--- src/rtl/nlb_mem_responder.sv ---
// rtl/nlb_mem_responder.sv - NLB far-side responder: in-order read bursts, packed/unpacked write acks
// Flow control, fixed-latency responses, address-derived read data, sticky protocol error.
module nlb_mem_responder #(
  parameter int ADDR_LMT      = 20,
  parameter int RD_DEPTH      = 8,
  parameter int WR_DEPTH      = 16,
  parameter int WR_ALM_THRESH = 4,
  parameter int RSP_LAT       = 4,
  parameter int PACK_WR       = 1
) (
  input  logic                Clk_400,
  input  logic                test_Reset,
  input  logic                rw2ab_RdEn,
  input  logic [ADDR_LMT-1:0] rw2ab_RdAddr,
  input  logic [15:0]         rw2ab_RdTID,
  input  logic [1:0]          rw2ab_RdLen,
  input  logic                rw2ab_RdSop,
  output logic                ab2rw_RdSent,
  input  logic                rw2ab_WrEn,
  input  logic [ADDR_LMT-1:0] rw2ab_WrAddr,
  input  logic [15:0]         rw2ab_WrTID,
  input  logic [511:0]        rw2ab_WrDin,
  input  logic [1:0]          rw2ab_WrLen,
  input  logic                rw2ab_WrSop,
  output logic                ab2rw_WrSent,
  output logic                ab2rw_WrAlmFull,
  output logic                ab2rw_RdRspValid,
  output logic [15:0]         ab2rw_RdRsp,
  output logic [ADDR_LMT-1:0] ab2rw_RdRspAddr,
  output logic [511:0]        ab2rw_RdData,
  output logic                ab2rw_RdRspFormat,
  output logic [1:0]          ab2rw_RdRspCLnum,
  output logic                ab2rw_WrRspValid,
  output logic [15:0]         ab2rw_WrRsp,
  output logic [ADDR_LMT-1:0] ab2rw_WrRspAddr,
  output logic                ab2rw_WrRspFormat,
  output logic [1:0]          ab2rw_WrRspCLnum,
  output logic                proto_err
);

  localparam int RD_AW = $clog2(RD_DEPTH);
  localparam int WR_AW = $clog2(WR_DEPTH);
  localparam int WR_CW = WR_AW + 1;
  localparam logic [15:0] LAT = 16'(RSP_LAT);
  localparam logic [WR_CW-1:0] WR_FULL = WR_CW'(WR_DEPTH);
  localparam logic [WR_CW-1:0] ALM_LVL = WR_CW'(WR_DEPTH - WR_ALM_THRESH);
  localparam bit PACK = (PACK_WR != 0);

  logic [15:0] now;

  logic wr_din_unused;
  assign wr_din_unused = ^rw2ab_WrDin;

  // ---------------- read path ----------------
  logic [15:0]         rdq_stamp [RD_DEPTH];
  logic [ADDR_LMT-1:0] rdq_addr  [RD_DEPTH];
  logic [15:0]         rdq_tid   [RD_DEPTH];
  logic [1:0]          rdq_len   [RD_DEPTH];
  logic [RD_AW:0]      rd_wp, rd_rp;
  logic [RD_AW-1:0]    rd_head;
  logic [1:0]          rd_beat;
  logic [15:0]         rd_age;
  logic [ADDR_LMT-1:0] rd_addr;
  logic [31:0]         rd_a32;
  logic                rdq_empty, rdq_full, rd_push, rd_fire, rd_pop, rd_perr;

  assign rdq_empty = (rd_wp == rd_rp);
  assign rdq_full  = (rd_wp[RD_AW] != rd_rp[RD_AW]) &&
                     (rd_wp[RD_AW-1:0] == rd_rp[RD_AW-1:0]);
  assign ab2rw_RdSent = rw2ab_RdEn & ~rdq_full & ~test_Reset;
  assign rd_push = ab2rw_RdSent;
  assign rd_perr = rd_push & ~rw2ab_RdSop;

  assign rd_head = rd_rp[RD_AW-1:0];
  // Modular difference keeps the age correct across counter wrap.
  assign rd_age  = now - rdq_stamp[rd_head];
  assign rd_fire = ~rdq_empty && (rd_age >= LAT);
  assign rd_pop  = rd_fire && (rd_beat == rdq_len[rd_head]);
  assign rd_addr = rdq_addr[rd_head] + ADDR_LMT'(rd_beat);
  assign rd_a32  = 32'(rd_addr);

  assign ab2rw_RdRspValid  = rd_fire;
  assign ab2rw_RdRsp       = rd_fire ? rdq_tid[rd_head] : 16'd0;
  assign ab2rw_RdRspAddr   = rd_fire ? rd_addr : '0;
  assign ab2rw_RdData      = rd_fire ? {448'd0, ~rd_a32, rd_a32} : 512'd0;
  assign ab2rw_RdRspFormat = 1'b0;
  assign ab2rw_RdRspCLnum  = rd_fire ? rd_beat : 2'd0;

  always_ff @(posedge Clk_400) begin
    if (rd_push) begin
      rdq_stamp[rd_wp[RD_AW-1:0]] <= now;
      rdq_addr[rd_wp[RD_AW-1:0]]  <= rw2ab_RdAddr;
      rdq_tid[rd_wp[RD_AW-1:0]]   <= rw2ab_RdTID;
      rdq_len[rd_wp[RD_AW-1:0]]   <= rw2ab_RdLen;
    end
  end

  // ---------------- write path ----------------
  logic [15:0]         wrq_stamp [WR_DEPTH];
  logic [15:0]         wrq_tid   [WR_DEPTH];
  logic [ADDR_LMT-1:0] wrq_addr  [WR_DEPTH];
  logic                wrq_fmt   [WR_DEPTH];
  logic [1:0]          wrq_cl    [WR_DEPTH];
  logic [WR_AW-1:0]    wr_wp, wr_rp;
  logic [WR_CW-1:0]    wr_cnt, wr_cnt_next;
  logic [15:0]         wr_age;
  logic                wrq_full, wr_fire;

  logic                wr_open, open_next;
  logic [1:0]          wr_rem, rem_next, wr_len;
  logic [ADDR_LMT-1:0] wr_base;
  logic [15:0]         wr_tid;
  logic                wr_push, wr_perr, push_fmt;
  logic [15:0]         push_tid;
  logic [ADDR_LMT-1:0] push_addr;
  logic [1:0]          push_cl;

  assign wrq_full = (wr_cnt == WR_FULL);
  assign ab2rw_WrSent = rw2ab_WrEn & ~wrq_full & ~test_Reset;

  assign wr_age  = now - wrq_stamp[wr_rp];
  assign wr_fire = (wr_cnt != '0) && (wr_age >= LAT);

  assign ab2rw_WrRspValid  = wr_fire;
  assign ab2rw_WrRsp       = wr_fire ? wrq_tid[wr_rp] : 16'd0;
  assign ab2rw_WrRspAddr   = wr_fire ? wrq_addr[wr_rp] : '0;
  assign ab2rw_WrRspFormat = wr_fire & wrq_fmt[wr_rp];
  assign ab2rw_WrRspCLnum  = wr_fire ? wrq_cl[wr_rp] : 2'd0;

  // Packet tracker: decides what (if anything) each accepted beat enqueues.
  always_comb begin
    wr_push   = 1'b0;
    wr_perr   = 1'b0;
    push_tid  = rw2ab_WrTID;
    push_addr = rw2ab_WrAddr;
    push_fmt  = 1'b0;
    push_cl   = 2'd0;
    open_next = wr_open;
    rem_next  = wr_rem;
    if (ab2rw_WrSent) begin
      if (rw2ab_WrSop) begin
        wr_perr   = wr_open;
        open_next = (rw2ab_WrLen != 2'd0);
        rem_next  = rw2ab_WrLen;
        wr_push   = ~PACK || (rw2ab_WrLen == 2'd0);
      end else if (!wr_open) begin
        wr_perr = 1'b1;
        wr_push = 1'b1;
      end else begin
        rem_next = wr_rem - 2'd1;
        if (wr_rem == 2'd1) begin
          open_next = 1'b0;
          wr_push   = 1'b1;
          if (PACK) begin
            push_tid  = wr_tid;
            push_addr = wr_base;
            push_fmt  = 1'b1;
            push_cl   = wr_len;
          end
        end else begin
          wr_push = ~PACK;
        end
      end
    end
  end

  always_comb begin
    wr_cnt_next = wr_cnt;
    case ({wr_push, wr_fire})
      2'b10:   wr_cnt_next = wr_cnt + WR_CW'(1);
      2'b01:   wr_cnt_next = wr_cnt - WR_CW'(1);
      default: wr_cnt_next = wr_cnt;
    endcase
  end

  always_ff @(posedge Clk_400) begin
    if (wr_push) begin
      wrq_stamp[wr_wp] <= now;
      wrq_tid[wr_wp]   <= push_tid;
      wrq_addr[wr_wp]  <= push_addr;
      wrq_fmt[wr_wp]   <= push_fmt;
      wrq_cl[wr_wp]    <= push_cl;
    end
    if (ab2rw_WrSent && rw2ab_WrSop) begin
      wr_base <= rw2ab_WrAddr;
      wr_tid  <= rw2ab_WrTID;
      wr_len  <= rw2ab_WrLen;
    end
  end

  // ---------------- control state ----------------
  always_ff @(posedge Clk_400) begin
    if (test_Reset) begin
      now             <= 16'd0;
      rd_wp           <= '0;
      rd_rp           <= '0;
      rd_beat         <= 2'd0;
      wr_wp           <= '0;
      wr_rp           <= '0;
      wr_cnt          <= '0;
      wr_open         <= 1'b0;
      wr_rem          <= 2'd0;
      ab2rw_WrAlmFull <= 1'b0;
      proto_err       <= 1'b0;
    end else begin
      now <= now + 16'd1;
      if (rd_push) rd_wp <= rd_wp + {{RD_AW{1'b0}}, 1'b1};
      if (rd_pop) begin
        rd_rp   <= rd_rp + {{RD_AW{1'b0}}, 1'b1};
        rd_beat <= 2'd0;
      end else if (rd_fire) begin
        rd_beat <= rd_beat + 2'd1;
      end
      if (wr_push) wr_wp <= wr_wp + {{(WR_AW-1){1'b0}}, 1'b1};
      if (wr_fire) wr_rp <= wr_rp + {{(WR_AW-1){1'b0}}, 1'b1};
      wr_cnt          <= wr_cnt_next;
      wr_open         <= open_next;
      wr_rem          <= rem_next;
      ab2rw_WrAlmFull <= (wr_cnt_next >= ALM_LVL);
      if (rd_perr || wr_perr) proto_err <= 1'b1;
    end
  end

endmodule
--- config.mk ---
export PLATFORM = sky130hd
export DESIGN_NAME = nlb_mem_responder
export DESIGN_NICKNAME = d
export VERILOG_FILES = /design/src/rtl/nlb_mem_responder.sv
export SDC_FILE = /design/constraint.sdc
export NUM_CORES = 1
export LEC_CHECK = 0
export ABC_CLOCK_PERIOD_IN_PS = 9650
export CAP_MARGIN = 10
export CELL_PAD_IN_SITES_DETAIL_PLACEMENT = 1
export CELL_PAD_IN_SITES_GLOBAL_PLACEMENT = 2
export CORE_AREA = 2 2 463 465
export DETAILED_ROUTE_END_ITERATION = 7
export DIE_AREA = 0 0 465 467
export HOLD_SLACK_MARGIN = 0.06
export PLACE_DENSITY_LB_ADDON = 0.1
export SYNTH_ARGS = -nofsm -noshare
export SYNTH_HDL_FRONTEND = slang
export SYNTH_SLANG_ARGS = --single-unit
--- constraint.sdc ---
create_clock -name Clk_400 -period 9.65 [get_ports Clk_400]
set_input_delay 0.965 -clock Clk_400 [delete_from_list [all_inputs] [get_ports Clk_400]]
set_output_delay 0.965 -clock Clk_400 [all_outputs]
set_load 0.02 [all_outputs]
==> impl_metrics.json <==
{
  "rsz0062_at_grt": "no",
  "max_slew.worst_pin.slew_ns": 1.06,
  "synth_cell_types": 70,
  "critPathArrivalTime_ns": 7.02,
  "yosys_warnings": 0,
  "synth_seq_cells": 1401,
  "cts.htree.levels": 4,
  "tns_ns": 0,
  "post_drt_wl_per_cell_um": 25.0,
  "portBuffers": 216,
  "cap_violations": 0,
  "final_hold_viol_count": 0,
  "grt_pass1_wl_mm": 225,
  "clk_pin_slew_ns": 0.06,
  "wl_mm": 159,
  "slowest_delay_ns": 1.00,
  "p_leak_nw": 21.8,
  "postPlaceCellArea_um2": 63500,
  "final_area_um2": 68500,
  "fin_cells": 6378,
  "start_kind": "flop",
  "ys.flop_type": "edfxtp_1",
  "period_needed_ns": 7.99,
  "die_y_um": 467,
  "fillers": 21300,
  "drt_iter0_drc": 1927,
  "fin_crit_sh_pct": 82.8,
  "post_synth_inst_count": 3125,
  "drc": 0,
  "crit_fanout": 46,
  "critPathBufInv": 5,
  "path_delay_family": "buffers and inverters",
  "synth_area_leaders": "edfxtp_1, mux4_2, buf_4, dfxtp_1, mux2i_1",
  "post-dp-hpwl_mm": 88.4,
  "async_reset_ff_share_pct": 0,
  "tritoncts": "built",
  "area_growth_pct": 14.9,
  "die-area_um2": 217000,
  "grt_max_degree": 61,
  "yosysSeqAreaShare_pct": 69.8,
  "grt_usage_pct": 14.5,
  "die_width_um": 465,
  "p_per_area_nw_per_um2": 237,
  "syn_area_per_cell_um2": 19.1,
  "worstPathCellList": "buf_4 > mux4_2 > mux4_2 > inv_1 > ha_1 > o21ai_0 > and3b_1 > a2111oi_0 > nand4_1 > nor4_1 > nand4_1 > o31ai_4 > buf_12 > inv_1 > clkdlybuf4s50_1",
  "fmax_ghz": 0.125,
  "drtPass1Iterations": 5,
  "synth_top_cell_area_share_pct": 68.0,
  "clock_latency_ns": 0.82,
  "antenna_found_initial": 15,
  "cts_max_path_buffers": 3,
  "nNetsFinal": 4066,
  "relSlewSlack_pct": 29.0,
  "gp_congestion": 0.718,
  "ant_nets": 0,
  "start_util_pct": 28.1,
  "placedCellCount": 6082,
  "yosysTopAreaCell": "edfxtp_1",
  "drv_slew": 0,
  "critPathRequiredTime_ns": 8.69,
  "first_global_vias": 30600,
  "cts_setup_buffers": 0,
  "vdd_drop_max_mv": 0.148,
  "drive_above_1_share_pct": 21.2,
  "holdBufCountCts": 0,
  "numCtsBuffers": 159,
  "vias": 28500,
  "worstSetupEndpointType": "output port",
  "rows": 169,
  "vias_per_cell": 4.46,
  "setup_violations": 0,
  "grt-ovfl-total": 0,
  "status": "finished clean",
  "clock_skew_ns": 0.0304,
  "cts_resized": 0,
  "clock_sinks": 1401,
  "core_area_um2": 212000,
  "synth_edf_count": 1350,
  "crit_type": "reg -> out",
  "hold_class": "reg -> reg",
  "crit_path_top_delay_cell": "dfxtp_4",
  "root_buffer": "clkbuf_16",
  "top_level_ports": 1190,
  "syn-cell-area_um2": 59600
}
## synthesized netlist by cell type (39+ instances only)
library cell and count:
edfxtp_1 1350, buf_4 495, mux4_2 360, nor2_1 122
nor2b_1 67, clkbuf_1 66, mux2i_1 60, dfxtp_1 51
ha_1 46, inv_1 43, mux2_2 42, a21oi_1 39
## tightest hold or removal path, delay by kind of cell, from the launching register on
family / cells / cell delay (ns)
flip-flops: 1 / 0.31
AO/OA/AOI/OAI: 2 / 0.16
## state kept, by name, summed over array words and instances, names as in the netlist, 5 cells and up, named ones only
name and flops:
now 16, rdq_addr 160, rdq_len 16, rdq_stamp 128
rdq_tid 128, wr_base 20, wr_cnt 5, wr_tid 16
wrq_addr 320, wrq_cl 32, wrq_fmt 16, wrq_stamp 256
wrq_tid 256
## worst paths after layout
path                                       startpoint                    endpoint  slack [ns]  cells past startpoint
worst max-delay path                             flop            ab2rw_WrRspValid        1.66                     15
worst min-delay path            wr_rp[3]$_SDFFE_PP0P_                        flop        0.51                      2
worst min register to register  wr_rp[3]$_SDFFE_PP0P_                        flop        0.51                      2
worst max register to register                   flop  ab2rw_WrAlmFull$_SDFF_PP0_        2.19                     25
## per-layer routing
layer | wire [µm] | GRT usage [%] | part of all wire (%) | vias to the layer above
met4 | 3650 | 4.13 | 2.3 | 6
met5 | 45 | 0 | 0.028 | -
met2 | 77800 | 24.2 | 49 | 804
li1 | - | - | - | 12100
met3 | 7100 | 2.49 | 4.5 | 214
met1 | 70900 | 19.5 | 44 | 15400
## power by group
part	internal, mW	switching [mW]
registers	6.73	0.165
clock network	3.28	2.50
logic	1.64	1.93
## layout make-up
cell class,instances,area (µm²),area share (%)
antenna,10,25.0,0.0365
clock buffer,197,4200,6.14
clock inverter,89,758,1.11
inverter,43,161,0.236
multi-input combinational,1522,15400,22.6
sequential,1401,41600,60.7
tap,2821,3530,5.15
timing repair buffer,295,2760,4.03
## metrics by stage
step	power, mW	hold WS [ns]	utilization, %	setup slack (ns)
2_1_floorplan	9.55	0.459	-	1.54
3_3_place_gp	10.7	0.464	30.0	1.97
4_1_cts	16.6	0.504	32.3	1.33
3_5_place_dp	10.7	0.504	30.0	2.04
5_1_grt	17.0	0.539	32.3	0.980
6_report	16.2	0.511	32.3	1.66
## placed cells by master (no fill, tap or decap), drive strengths merged, types with 16 or more instances in the layout
master and n:
clkdlybuf4s50 215, clkinv 66, nand2b 16, nor2b 68, nand2 24, clkbuf 197, xor2 27, nand3 24
o21ai 28, mux2 42, mux4 382, nor2 122, dfxtp 51, edfxtp 1350, buf 80, inv 57
conb 461, ha 46, a21oi 39, xnor2 31, mux2i 62
## kinds of logic (layout without fill, tap and decap cells)
logic type	Yosys count	count (layout)	share of synthesized area, %
flip-flops	1401	1401	69.8
multiplexers	486	486	16.4
AND/OR/NAND/NOR	344	344	3.04
XOR/XNOR	58	58	0.853
adder cells (fa/ha/maj)	50	50	1.10
buffers and inverters	662	624	7.46
AO/OA/AOI/OAI	123	123	1.35
other	1	471	0.00629
No activity file was read; power rests on OpenSTA's default activity.
